<file path="src/rtl/midi_transmitter_pkg.sv">
// Shared MIDI definitions for the transmit and receive paths: message layout,
// message-type codes, serializer states and the data-byte-count helper.
package MIDI;

    typedef struct packed {
        logic [3:0] message_type;
        logic [3:0] channel;
        logic [7:0] data_byte1;
        logic [7:0] data_byte2;
    } message_t;

    localparam logic [3:0] NOTE_OFF         = 4'h8;
    localparam logic [3:0] NOTE_ON          = 4'h9;
    localparam logic [3:0] POLY_PRESSURE    = 4'hA;
    localparam logic [3:0] CONTROL_CHANGE   = 4'hB;
    localparam logic [3:0] PROGRAM_CHANGE   = 4'hC;
    localparam logic [3:0] CHANNEL_PRESSURE = 4'hD;
    localparam logic [3:0] PITCH_BEND       = 4'hE;

    typedef enum logic [1:0] {
        IDLE,
        START,
        DATA,
        STOP
    } tx_state_t;

    // Zero marks a type that is not a channel-voice message and must be dropped.
    function automatic logic [1:0] data_byte_count(input logic [3:0] message_type);
        case (message_type)
            NOTE_OFF, NOTE_ON, POLY_PRESSURE,
            CONTROL_CHANGE, PITCH_BEND:        return 2'd2;
            PROGRAM_CHANGE, CHANNEL_PRESSURE:  return 2'd1;
            default:                           return 2'd0;
        endcase
    endfunction

endpackage

</file>
<file path="src/rtl/midi_transmitter_uart_byte_tx.sv">
// 8N1 byte serializer. done pulses on the final clock of the stop bit; a start
// seen in that same cycle chains the next byte with no idle gap.
module uart_byte_tx #(
    parameter int CLOCKS_PER_BIT = 1600
) (
    input  logic       clock_50_000_000,
    input  logic       reset,
    input  logic       start,
    input  logic [7:0] data,
    output logic       done,
    output logic       tx,
    output logic       busy
);
    import MIDI::*;

    localparam int COUNT_WIDTH = (CLOCKS_PER_BIT > 1) ? $clog2(CLOCKS_PER_BIT) : 1;
    localparam logic [COUNT_WIDTH-1:0] LAST_TICK = COUNT_WIDTH'(CLOCKS_PER_BIT - 1);

    tx_state_t              state_reg;
    logic [COUNT_WIDTH-1:0] tick_reg;
    logic [2:0]             bit_index_reg;
    logic [7:0]             shift_reg;
    logic                   tx_reg;
    logic                   busy_reg;
    logic                   last_tick;

    assign last_tick = (tick_reg == LAST_TICK);
    assign done      = (state_reg == STOP) && last_tick;
    assign tx        = tx_reg;
    assign busy      = busy_reg;

    always_ff @(posedge clock_50_000_000) begin
        if (reset) begin
            state_reg     <= IDLE;
            tick_reg      <= '0;
            bit_index_reg <= '0;
            shift_reg     <= '0;
            tx_reg        <= 1'b1;
            busy_reg      <= 1'b0;
        end else begin
            case (state_reg)
                IDLE: begin
                    tick_reg <= '0;
                    if (start) begin
                        shift_reg <= data;
                        state_reg <= START;
                        tx_reg    <= 1'b0;
                        busy_reg  <= 1'b1;
                    end
                end
                START: begin
                    if (last_tick) begin
                        tick_reg      <= '0;
                        bit_index_reg <= '0;
                        tx_reg        <= shift_reg[0];
                        state_reg     <= DATA;
                    end else begin
                        tick_reg <= tick_reg + 1'b1;
                    end
                end
                DATA: begin
                    if (last_tick) begin
                        tick_reg <= '0;
                        if (bit_index_reg == 3'd7) begin
                            tx_reg    <= 1'b1;
                            state_reg <= STOP;
                        end else begin
                            // shift_reg[1] is the next bit before the shift lands
                            shift_reg     <= shift_reg >> 1;
                            tx_reg        <= shift_reg[1];
                            bit_index_reg <= bit_index_reg + 1'b1;
                        end
                    end else begin
                        tick_reg <= tick_reg + 1'b1;
                    end
                end
                STOP: begin
                    if (last_tick) begin
                        tick_reg <= '0;
                        if (start) begin
                            shift_reg <= data;
                            tx_reg    <= 1'b0;
                            state_reg <= START;
                        end else begin
                            busy_reg  <= 1'b0;
                            state_reg <= IDLE;
                        end
                    end else begin
                        tick_reg <= tick_reg + 1'b1;
                    end
                end
                default: state_reg <= IDLE;
            endcase
        end
    end

endmodule

</file>
<file path="src/rtl/midi_transmitter.sv">
// MIDI channel-message transmitter: sequences status and data bytes into
// uart_byte_tx. Optional running status is enabled by MIDI_RUNNING_STATUS_EN.
module midi_transmitter #(
    parameter int CLOCKS_PER_BIT = 1600
) (
    input  logic          clock_50_000_000,
    input  logic          reset,
    input  MIDI::message_t message,
    input  logic          message_valid,
    output logic          message_ready,
    output logic          tx,
    output logic          busy
);
    import MIDI::*;

    localparam logic [7:0] DATA_MASK = 8'h7F;

    logic       ready_reg;
    logic [1:0] pending_count_reg;
    logic [7:0] pending0_reg;
    logic [7:0] pending1_reg;
`ifdef MIDI_RUNNING_STATUS_EN
    logic [7:0] last_status_reg;
`endif

    logic [7:0] status_byte;
    logic [7:0] data1_masked;
    logic [7:0] data2_masked;
    logic [7:0] first_byte;
    logic [7:0] byte_in;
    logic [1:0] byte_count;
    logic       accept;
    logic       drop;
    logic       skip_status;
    logic       start;
    logic       done;

    always_comb begin
        status_byte  = {message.message_type, message.channel};
        data1_masked = message.data_byte1 & DATA_MASK;
        data2_masked = message.data_byte2 & DATA_MASK;
        byte_count   = data_byte_count(message.message_type);
        drop         = (byte_count == 2'd0);
        accept       = message_valid && ready_reg;
`ifdef MIDI_RUNNING_STATUS_EN
        skip_status  = (status_byte == last_status_reg);
`else
        skip_status  = 1'b0;
`endif
        first_byte   = skip_status ? data1_masked : status_byte;
        // accept and done never coincide: ready is low while a frame runs
        start        = (accept && !drop) || (done && (pending_count_reg != 2'd0));
        byte_in      = accept ? first_byte : pending0_reg;
    end

    always_ff @(posedge clock_50_000_000) begin
        if (reset) begin
            ready_reg         <= 1'b1;
            pending_count_reg <= '0;
            pending0_reg      <= '0;
            pending1_reg      <= '0;
`ifdef MIDI_RUNNING_STATUS_EN
            last_status_reg   <= '0;
`endif
        end else if (accept && !drop) begin
            ready_reg <= 1'b0;
`ifdef MIDI_RUNNING_STATUS_EN
            last_status_reg <= status_byte;
`endif
            if (skip_status) begin
                pending0_reg      <= data2_masked;
                pending1_reg      <= '0;
                pending_count_reg <= byte_count - 2'd1;
            end else begin
                pending0_reg      <= data1_masked;
                pending1_reg      <= data2_masked;
                pending_count_reg <= byte_count;
            end
        end else if (done) begin
            if (pending_count_reg != 2'd0) begin
                pending0_reg      <= pending1_reg;
                pending_count_reg <= pending_count_reg - 2'd1;
            end else begin
                ready_reg <= 1'b1;
            end
        end
    end

    uart_byte_tx #(
        .CLOCKS_PER_BIT (CLOCKS_PER_BIT)
    ) u_uart_byte_tx (
        .clock_50_000_000 (clock_50_000_000),
        .reset            (reset),
        .start            (start),
        .data             (byte_in),
        .done             (done),
        .tx               (tx),
        .busy             (busy)
    );

    assign message_ready = ready_reg;

endmodule
</file>
<file path="config.mk">
export PLATFORM = sky130hd
export DESIGN_NAME = midi_transmitter
export DESIGN_NICKNAME = d
export VERILOG_FILES = /design/src/rtl/midi_transmitter_pkg.sv /design/src/rtl/midi_transmitter_uart_byte_tx.sv /design/src/rtl/midi_transmitter.sv
export SDC_FILE = /design/constraint.sdc
export NUM_CORES = 1
export LEC_CHECK = 0
export CORE_MARGIN = 2
export CORE_UTILIZATION = 49
export DETAILED_ROUTE_END_ITERATION = 6
export HOLD_SLACK_MARGIN = 0.03
export PLACE_DENSITY = 0.75
export SYNTH_ARGS = -nofsm -noshare
export SYNTH_HDL_FRONTEND = slang
export SYNTH_SLANG_ARGS = --single-unit
export TNS_END_PERCENT = 10
</file>
<file path="constraint.sdc">
create_clock -name clock_50_000_000 -period 2.04 [get_ports clock_50_000_000]
set_input_delay 0.306 -clock clock_50_000_000 [delete_from_list [all_inputs] [get_ports clock_50_000_000]]
set_output_delay 0.306 -clock clock_50_000_000 [all_outputs]
set_load 0.05 [all_outputs]
</file>
Word level (Yosys, flattened, before mapping)
Cells that the tools add are included.
{"block": "totals", "register_bits": 43, "in_bits": 27, "output_inout_bits": 3, "wordCells": 96}
{"block": "classes", "addsub": 3, "n_eq_ne": 20, "n_mux": 39, "n_reduce_logical": 24}
{"operator": "$mux W8", "count": 5}
{"operator": "$eq A4 B4 Y1 const B", "count": 7}
{"operator": "$pmux W8 S3", "count": 1}
{"operator": "$pmux W11 S2", "count": 1}
{"operator": "$mux W7", "count": 3}
{"operator": "$mux W2", "count": 8}
{"operator": "$mux W1", "count": 12}
{"operator": "$reduce_and A4 Y1", "count": 3}
{"operator": "$add A11 B1 Y11 const B", "count": 1}
{"operator": "$eq A11 B11 Y1 const B", "count": 1}
{"operator": "$mux W11", "count": 1}
{"operator": "$reduce_bool A2 Y1", "count": 5}
{"operator": "$mux W3", "count": 3}
{"operator": "$ne A2 B1 Y1 const B", "count": 4}
{"operator": "$ne A2 B2 Y1 const B", "count": 4}
{"operator": "$pmux W2 S4", "count": 1}
{"operator": "$pmux W3 S2", "count": 1}
{"operator": "$reduce_and A5 Y1", "count": 1}
{"operator": "$reduce_or A5 Y1", "count": 1}
{"operator": "$eq A2 B2 Y1 const B", "count": 2}
{"operator": "$logic_and A1 B1 Y1", "count": 4}
{"operator": "$logic_not A2 Y1", "count": 2}
{"operator": "$pmux W1 S4", "count": 1}
{"operator": "$pmux W2 S2", "count": 1}
{"operator": "12 further kinds", "count": 13}

Depth between registers and ports, before layout
Gate-level depths: netlist (run 1).
{"block": "logic_depth", "word_depth": 10, "depth_mapped": 9, "mapped_depth_nobuf": 7}

By module
From an unflattened synthesis (run 1), not the netlist that was laid out.
{"block": "unflattened", "hier_cells": 250, "area_unflattened_um2": 2268.4}
{"module": "uart_byte_tx", "n_inst": 1, "cells_per_inst": 147, "area_each_um2": 1353.8, "seq_area_each_um2": 520.5}
{"module": "midi_transmitter", "n_inst": 1, "cells_per_inst": 103, "area_each_um2": 914.6, "seq_area_each_um2": 340.3}

Least setup slack after synthesis (run 1)
Ideal clock, no wire load.
{"block": "synth_timing", "path_kind": "reg-to-reg", "from": "register ready_reg (netlist: message_ready)", "to": "register u_uart_byte_tx.shift_reg[3]", "setup_ps": 70, "arrival_time_ps": 2049, "required_time_ps": 1970, "setup_slack_ps": -79, "stages_incl_launch_ff": 7, "path_buffers": 1, "period_less_slack_ps": 2119, "path_cell_list": "dfxtp_1 -> nand3_1 -> a31oi_2 -> o31ai_4 -> buf_6 -> or3b_1 -> a21oi_1"}
{"block": "synth_between", "elab_chain_len": 6, "word_cells_on_any_way": 7, "cone_classes": "mux (4); reduce/logical (3)"}
{"item": "start: declaration", "line_no": "midi_transmitter.sv:18", "rtl": "logic ready_reg;"}
{"item": "start signal: assignment", "line_no": "midi_transmitter.sv:58", "rtl": "ready_reg <= 1'b1;"}
{"item": "start signal: assignment", "line_no": "midi_transmitter.sv:66", "rtl": "ready_reg <= 1'b0;"}
{"item": "start signal: assignment", "line_no": "midi_transmitter.sv:84", "rtl": "ready_reg <= 1'b1;"}
{"item": "$logic_and A1 B1 Y1 (*)", "line_no": "midi_transmitter.sv:44", "rtl": "accept = message_valid && ready_reg;"}
{"item": "$logic_and A1 B1 Y1", "line_no": "midi_transmitter.sv:52", "rtl": "start = (accept && !drop) || (done && (pending_count_reg != 2'd0));"}
{"item": "$logic_or A1 B1 Y1", "line_no": "midi_transmitter.sv:52"}
{"item": "$mux W8 (*)", "line_no": "midi_transmitter_uart_byte_tx.sv:44, midi_transmitter_uart_byte_tx.sv:80"}
{"item": "$mux W8", "line_no": "midi_transmitter_uart_byte_tx.sv:78", "rtl": "if (last_tick) begin"}
{"item": "$pmux W8 S3 (*)", "line_no": "midi_transmitter_uart_byte_tx.sv:41", "rtl": "case (state_reg)"}
{"item": "end signal: assignment", "line_no": "midi_transmitter_uart_byte_tx.sv:45", "rtl": "shift_reg <= data;"}
{"item": "end signal: assignment", "line_no": "midi_transmitter_uart_byte_tx.sv:69", "rtl": "shift_reg <= shift_reg >> 1;"}
{"item": "end signal: assignment", "line_no": "midi_transmitter_uart_byte_tx.sv:81", "rtl": "shift_reg <= data;"}
{"item": "end: declaration", "line_no": "midi_transmitter_uart_byte_tx.sv:22", "rtl": "logic [7:0] shift_reg;"}
Mark *: on every way between the ends. The rest lies on a longest branch, timed or not. The select of a mux whose other input is x is not followed.
A chain may end at the register's enable or synchronous reset.

Final worst setup path (run 1)
{"block": "layout_timing", "from": "register u_uart_byte_tx.tick_reg[7]", "to": "register u_uart_byte_tx.shift_reg[1]"}
{"block": "layout_between", "elab_chain_len": 7, "word_cells_on_any_way": 10, "cone_classes": "eq/ne (3); mux (3); reduce/logical (4)"}
{"item": "start: declaration", "line_no": "midi_transmitter_uart_byte_tx.sv:20", "rtl": "logic [COUNT_WIDTH-1:0] tick_reg;"}
{"item": "start signal: assignment", "line_no": "midi_transmitter_uart_byte_tx.sv:58", "rtl": "tick_reg <= tick_reg + 1'b1;"}
{"item": "start signal: assignment", "line_no": "midi_transmitter_uart_byte_tx.sv:74", "rtl": "tick_reg <= tick_reg + 1'b1;"}
{"item": "start signal: assignment", "line_no": "midi_transmitter_uart_byte_tx.sv:89", "rtl": "tick_reg <= tick_reg + 1'b1;"}
{"item": "$eq A11 B11 Y1 (*)", "line_no": "midi_transmitter_uart_byte_tx.sv:27", "rtl": "assign last_tick = (tick_reg == LAST_TICK);"}
{"item": "$logic_and A1 B1 Y1", "line_no": "midi_transmitter_uart_byte_tx.sv:28", "rtl": "assign done = (state_reg == STOP) && last_tick;"}
{"item": "$logic_and A1 B1 Y1", "line_no": "midi_transmitter.sv:52"}
{"item": "$logic_or A1 B1 Y1", "line_no": "midi_transmitter.sv:52"}
{"item": "$mux W8 (2 in series)"}
{"item": "$pmux W8 S3"}
Marks and branches as above.

==> results of run 1 <==
[cells by family after synthesis]
family,after synthesis,synth area share [%]
buffers and inverters,17,3.63
AOI/OAI and AO/OA,66,19.3
adders and majority gates,8,4.54
DFF,43,39.0
muxes,15,6.86
xor gates and xnor gates,9,3.57
and+or+nand+nor,96,23.1
[cell usage in the layout (no fill, tap or decap), types with 2 or more instances in the layout]
cell type         n
a211oi_1          6
a211oi_2          2
a21o_1            2
a21oi_1          19
a22o_1            2
and3_1            2
buf_4            16
clkbuf_1          2
clkbuf_8          5
clkdlybuf4s50_1  27
dfxtp_1          41
dfxtp_2           2
ha_1              8
inv_1             5
mux2i_1          13
nand2_1          32
nand2b_1          5
nand3_1           8
nor2_1           25
nor2b_1           3
nor4b_2           2
o21ai_0          20
or3b_1            7
xnor2_1           4
xor2_1            5
[what timing repair did]
item,in CTS,in global routing
pin swaps,1,1
gates resized for setup,0,8
setup buffers,0,2
cloned,0,1
setup endpoints to repair,1,21
[area by class of cell]
class                           count  area share [%]
Clock buffer                        7            2.78
Clock inverter                      1           0.182
Inverter                            5           0.683
Multi-Input combinational cell    195            47.7
Sequential cell                    43            31.4
Tap cell                           52            2.37
Timing Repair Buffer               44            14.9
[metal layers]
layer	wire length [um]	part of all wire (%)	GRT usage, %	up-vias
met2	2280	47	32.7	35
li1	-	-	-	991
met5	0	0	0	-
met4	67	1.4	6.29	0
met3	175	3.6	3.85	6
met1	2340	48	26.0	917
[stage by stage]
| step | TNS [ps] | area (um2) | setup slack (ps) |
|---|---|---|---|
| 2_1_floorplan | -23.2 | 2210 | -23.2 |
| 5_1_grt | -498 | 2750 | -70.8 |
| 6_report | -12.7 | 2750 | -7.04 |
| 4_1_cts | 0 | 2690 | 22.9 |
| 3_3_place_gp | 0 | 2610 | 48.3 |
| 3_5_place_dp | 0 | 2610 | 30.3 |
[worst max-delay path, delay by kind of cell, from the launching register on]
| family | cells | cell delay, ps |
|---|---|---|
| flops | 1 | 330 |
| compound gates | 2 | 220 |
| simple gates | 3 | 1250 |
| buf+inv | 1 | 200 |
[power by group through the flow]
stage / combinational, uW / clock [uW] / sequential [uW]
floorplan: 376 / 0 / 1010
global route: 699 / 570 / 962
CTS: 601 / 537 / 952
finish: 641 / 530 / 953
global placement: 585 / 0 / 968
detailed placement: 597 / 0 / 970
[path summary, 6_finish.rpt]
path                              start                     endpoint  slack [ps]  depth (start not counted)
max          u_uart_byte_tx.tick_reg[7]  u_uart_byte_tx.shift_reg[1]          -7                          6
min                     pending1_reg[1]              pending1_reg[1]         460                          2
max reg2reg  u_uart_byte_tx.tick_reg[7]  u_uart_byte_tx.shift_reg[1]          -7                          6
min reg2reg             pending1_reg[1]              pending1_reg[1]         460                          2
==> flow_summary_export.csv, run 1 <==
group,metric,value,unit
outcome,status,"finished with violations",
outcome,failed_checks,"negative setup slack",
sta,worst_slew_pin_slew,544,ps
sta,slew_violations,0,
worst_setup_path,crit_path_end_kind,"register",
floorplan,rows,24,
clocking,cts_buffers,5,
worst_setup_path,cp_cell_sequence,"or4b_4, nor4_4, buf_4, o31ai_4, or3b_1, a21oi_2",
power_and_ir_drop,switching_share,32.9,%
global_route,track_usage,19.7,%
power_and_ir_drop,switchingPower,698,uW
clocking,cts_hold_buf,0,
power_and_ir_drop,finalPower,2120,uW
worst_setup_path,cp_max_fo,8,
sta,fin_hold_ws,460,ps
worst_setup_path,cp-start-kind,"register",
global_route,global_route.overflow_total,0,
sta,layout_setup_ws,-7.04,ps
finish,postLayoutCoreUtil,63.1,%
flow_run,drv_cap,0,
route,wl_per_cell,14.0,um
floorplan,dieArea,5060,um2
sta,grt_setup_unrepaired,"true",
logic_synthesis,async_reset_ff_share,0,%
logic_synthesis,seq_area_frac_synth,39.0,%
sta,fin_crit_sh,100,%
route,via_count,1949,
worst_setup_path,crit_slowest_cell,"or4b_4",
global_route,grt_pass1_wl,7980,um
logic_synthesis,syn-instance-count,254,
logic_synthesis,yosysWarnings,0,
logic_synthesis,syn_nets,289,
finish,seqCellArea,863,um2
logic_synthesis,netlist_area,2210,um2
route,drt_first_pass_iters,4,
route,first_iter_violations,139,
worst_setup_path,crit_type,"register to register",
logic_synthesis,synth_edf_count,0,
power_and_ir_drop,power_frac_comb,30.2,%
floorplan,fp.dieH,71.1,um
power_and_ir_drop,ir_drop,0.000530,V
clocking,cts_tree,"done",
worst_setup_path,arrival,2290,ps
clocking,cts.root.buffer_cell,"clkbuf_8",
sta,fmax,489,MHz
logic_synthesis,synth_top_flop_cell,"dfxtp_1",
placed_design,detailedPlacementHpwl,3290,um
global_route,grt_max_degree,31,
min_path,holdCritPathClass,"register to register",
finish,multi_input_area,1310,um2
finish,drive_above_1_share,14.2,%
clocking,insertion_delay,300,ps
power_and_ir_drop,p_per_area,773,nW/um2
clocking,cts.sinks,43,
floorplan,start_util,50.7,%
global_route,grt_pass1_vias,1775,
power_and_ir_drop,clockPowerShare,25.0,%
logic_synthesis,ys_ff_latch,43,
finish,area_delta_synth_final,24.5,%
clocking,cts_htree_levels,2,
logic_synthesis,synthDistinctLibCells,49,
sta,final.min_clock_period,2050,ps
power_and_ir_drop,p_leak,0.00102,uW
logic_synthesis,synth_top_area_share,39.0,%
placed_design,port_buffers,27,
route,drc,0,
global_route,antenna_found_initial,0,
logic_synthesis,synth_area_leaders,"dfxtp_1 39%, mux2i_1 6.3%, nand2_1 5.4%, o21ai_0 4.8%, a21oi_1 4.5%",
floorplan,ios,30,
placed_design,gp_congestion,0.855,
sta,setup_viol,2,
logic_synthesis,synth_top_area_cell,"dfxtp_1",
route,post_drt_via_cell_ratio,5.62,
logic_synthesis,synth_area_per_cell,8.69,um2
logic_synthesis,synth_common_cells,"43 x dfxtp_1, 32 x nand2_1, 25 x nor2_1",
placed_design,dp_cells,336,
finish,diodes,0,
power_and_ir_drop,p_int,1430,uW
logic_synthesis,synth.most_common_cell,"dfxtp_1",
clocking,clk_pin_slew,80,ps
power_and_ir_drop,pwr-share-seq,44.9,%
floorplan,core_area,4350,um2
worst_setup_path,cp.required,2280,ps
sta,finalHoldViolations,0,
sta,skew,9.08,ps
worst_setup_path,critical_path.max_stage_delay,570,ps
finish,instances_no_fill,347,
floorplan,die_w,71.1,um
sta,slew_headroom,63.5,%
route,drtAntennaViolNets,0,
finish,fin_nets,329,
finish,n_fill_cell,364,
clocking,cts_max_path_buffers,2,
route,wirelength,4870,um
finish,largest_reg_flops,11,
Note: power is estimated with default switching activity, not from simulation.
==> run 2: changes to the inputs <==
- CAP_MARGIN: unset -> 20
==> results of run 2 <==
Same layout as run 1: the final DEF is identical, and so are final timing and power.
==> run 3: changes to the inputs <==
- CORE_UTILIZATION: 49 -> 53
- PLACE_DENSITY: 0.75 -> 0.77
- SETUP_SLACK_MARGIN: unset -> 0.05
- SKIP_CTS_REPAIR_TIMING: unset -> 1
- clock period: 2.04 -> 1.95 ns (I/O delays scaled with it)
==> flow_summary_export.csv, run 3 (synthesis results as in run 1) <==
group,metric,value,unit
power_and_ir_drop,power_frac_comb,30.1,%
power_and_ir_drop,clockPowerShare,29.2,%
global_route,global_route.overflow_total,0,
sta,worst_slew_pin_slew,552,ps
floorplan,start_util,55.2,%
min_path,holdCritPathClass,"register to register",
floorplan,dieArea,4700,um2
flow_run,drv_cap,0,
floorplan,ios,30,
global_route,met3_usage,5.36,%
sta,layout_setup_ws,-63.5,ps
floorplan,rows,23,
worst_setup_path,crit_slowest_cell,"or4b_4",
worst_setup_path,crit_path_end_kind,"register",
finish,diodes,0,
placed_design,gp_congestion,0.777,
sta,fmax,497,MHz
sta,setup_viol,7,
worst_setup_path,cp.required,2180,ps
floorplan,core_area,4000,um2
power_and_ir_drop,ir_drop,0.000618,V
worst_setup_path,cp-start-kind,"register",
power_and_ir_drop,switching_share,30.8,%
global_route,antenna_found_initial,0,
finish,fin_nets,349,
power_and_ir_drop,switchingPower,757,uW
global_route,grt_pass1_wl,8010,um
global_route,grtUsageMet1,31.0,%
clocking,cts.sinks,43,
route,via_count,2084,
power_and_ir_drop,pwr-share-seq,40.7,%
clocking,insertion_delay,300,ps
clocking,cts_tree,"done",
placed_design,detailedPlacementHpwl,3690,um
global_route,track_usage,22.9,%
clocking,cts.root.buffer_cell,"clkbuf_8",
floorplan,fp.dieH,68.5,um
outcome,status,"finished with violations",
global_route,grt_pass1_vias,1741,
sta,final.min_clock_period,2010,ps
finish,postLayoutCoreUtil,74.5,%
placed_design,port_buffers,27,
clocking,cts_max_path_buffers,2,
route,post_drt_via_cell_ratio,5.71,
finish,final_cell_mix,"39 x dfxtp_1, 33 x buf_4, 32 x nand2_1",
worst_setup_path,critical_path.max_stage_delay,530,ps
worst_setup_path,crit_type,"register to register",
outcome,failed_checks,"negative setup slack",
power_and_ir_drop,p_int,1700,uW
global_route,met2_usage,35.8,%
global_route,grt_busiest_layer,"met2",
clocking,cts_htree_levels,2,
worst_setup_path,cp_max_fo,14,
floorplan,die_w,68.5,um
route,first_iter_violations,131,
power_and_ir_drop,p_leak,0.00115,uW
route,drtAntennaViolNets,0,
finish,area_delta_synth_final,35.1,%
finish,largest_reg_flops,11,
sta,skew,8.25,ps
sta,fin_crit_sh,103,%
finish,instances_no_fill,365,
route,wirelength,5640,um
placed_design,dp_cells,349,
route,drc,0,
finish,layout_commonest_cell,"dfxtp_1",
worst_setup_path,cp_cell_sequence,"or4b_4, nor4_4, buf_4, o31ai_4, or3b_1, a21oi_2",
finish,drive_above_1_share,22.2,%
sta,slew_headroom,63.2,%
sta,slew_violations,0,
sta,finalHoldViolations,0,
route,drt_first_pass_iters,4,
worst_setup_path,arrival,2240,ps
global_route,grt_max_degree,19,
power_and_ir_drop,p_per_area,826,nW/um2
clocking,clk_pin_slew,80,ps
clocking,cts_buffers,5,
sta,grt_setup_unrepaired,"true",
route,wl_per_cell,15.4,um
==> run 3: changes by cell type in the layout (fill, tap and decap cells not counted), moves of 2 or more <==
cell | before | now
buf_4 | 16 | 33
buf_6 | 0 | 2
clkbuf_1 | 2 | 0
dfxtp_1 | 41 | 39
dfxtp_2 | 2 | 4
ha_1 | 8 | 5
ha_2 | 0 | 3
==> run 3: final cells by class <==
| cell class | count | area, um2 |
|---|---|---|
| multi-input cells | 195 | 1350 |
| fillers | 284 | 1020 |
| flip-flops and latches | 43 | 866 |
| repair buffers | 64 | 566 |
| clock buffers | 6 | 82.6 |
| well taps | 50 | 62.6 |
| clock inverters | 2 | 35.0 |
| inverters | 5 | 18.8 |
==> run 3: power by group through the flow <==
| stage | Clock (uW) | Sequential [uW] | Combinational [uW] |
|---|---|---|---|
| floorplan | 0 | 1060 | 403 |
| global placement | 0 | 1020 | 656 |
| detailed placement | 0 | 1020 | 670 |
| CTS | 729 | 1000 | 681 |
| global route | 775 | 1010 | 800 |
| finish | 718 | 1000 | 741 |
==> run 3: metal layers <==
layer | share of wire [%] | up-vias
li1 | - | 1030
met1 | 43 | 972
met2 | 49 | 71
met3 | 6.2 | 11
met4 | 2.1 | 0
met5 | 0 | -
==> run 3: through the flow <==
step / total power [uW] / hold WS (ps) / cell area [um2] / setup TNS (ps) / setup slack [ps]
2_1_floorplan: 1460 / 408 / 2240 / 0 / 27.1
3_3_place_gp: 1670 / 443 / 2740 / -46.0 / -34.9
3_5_place_dp: 1690 / 449 / 2740 / -303 / -56.6
4_1_cts: 2410 / 460 / 2860 / -732 / -97.4
5_1_grt: 2590 / 477 / 2980 / -1030 / -165
6_report: 2460 / 457 / 2980 / -209 / -63.5
==> run 3: final timing paths <==
kind / startpoint / cells past startpoint / slack [ps] / end
max: u_uart_byte_tx.tick_reg[6] / 6 / -60 / u_uart_byte_tx.shift_reg[4]
min: pending1_reg[4] / 2 / 460 / pending1_reg[4]
max reg2reg: u_uart_byte_tx.tick_reg[6] / 6 / -60 / u_uart_byte_tx.shift_reg[4]
min reg2reg: pending1_reg[4] / 2 / 460 / pending1_reg[4]
==> run 3: critical path: cells and delay by family, from the launching register on <==
kind	cells	cell delay, ps
compound gates	2	260
flops	1	360
simple gates	3	1150
buf+inv	1	180
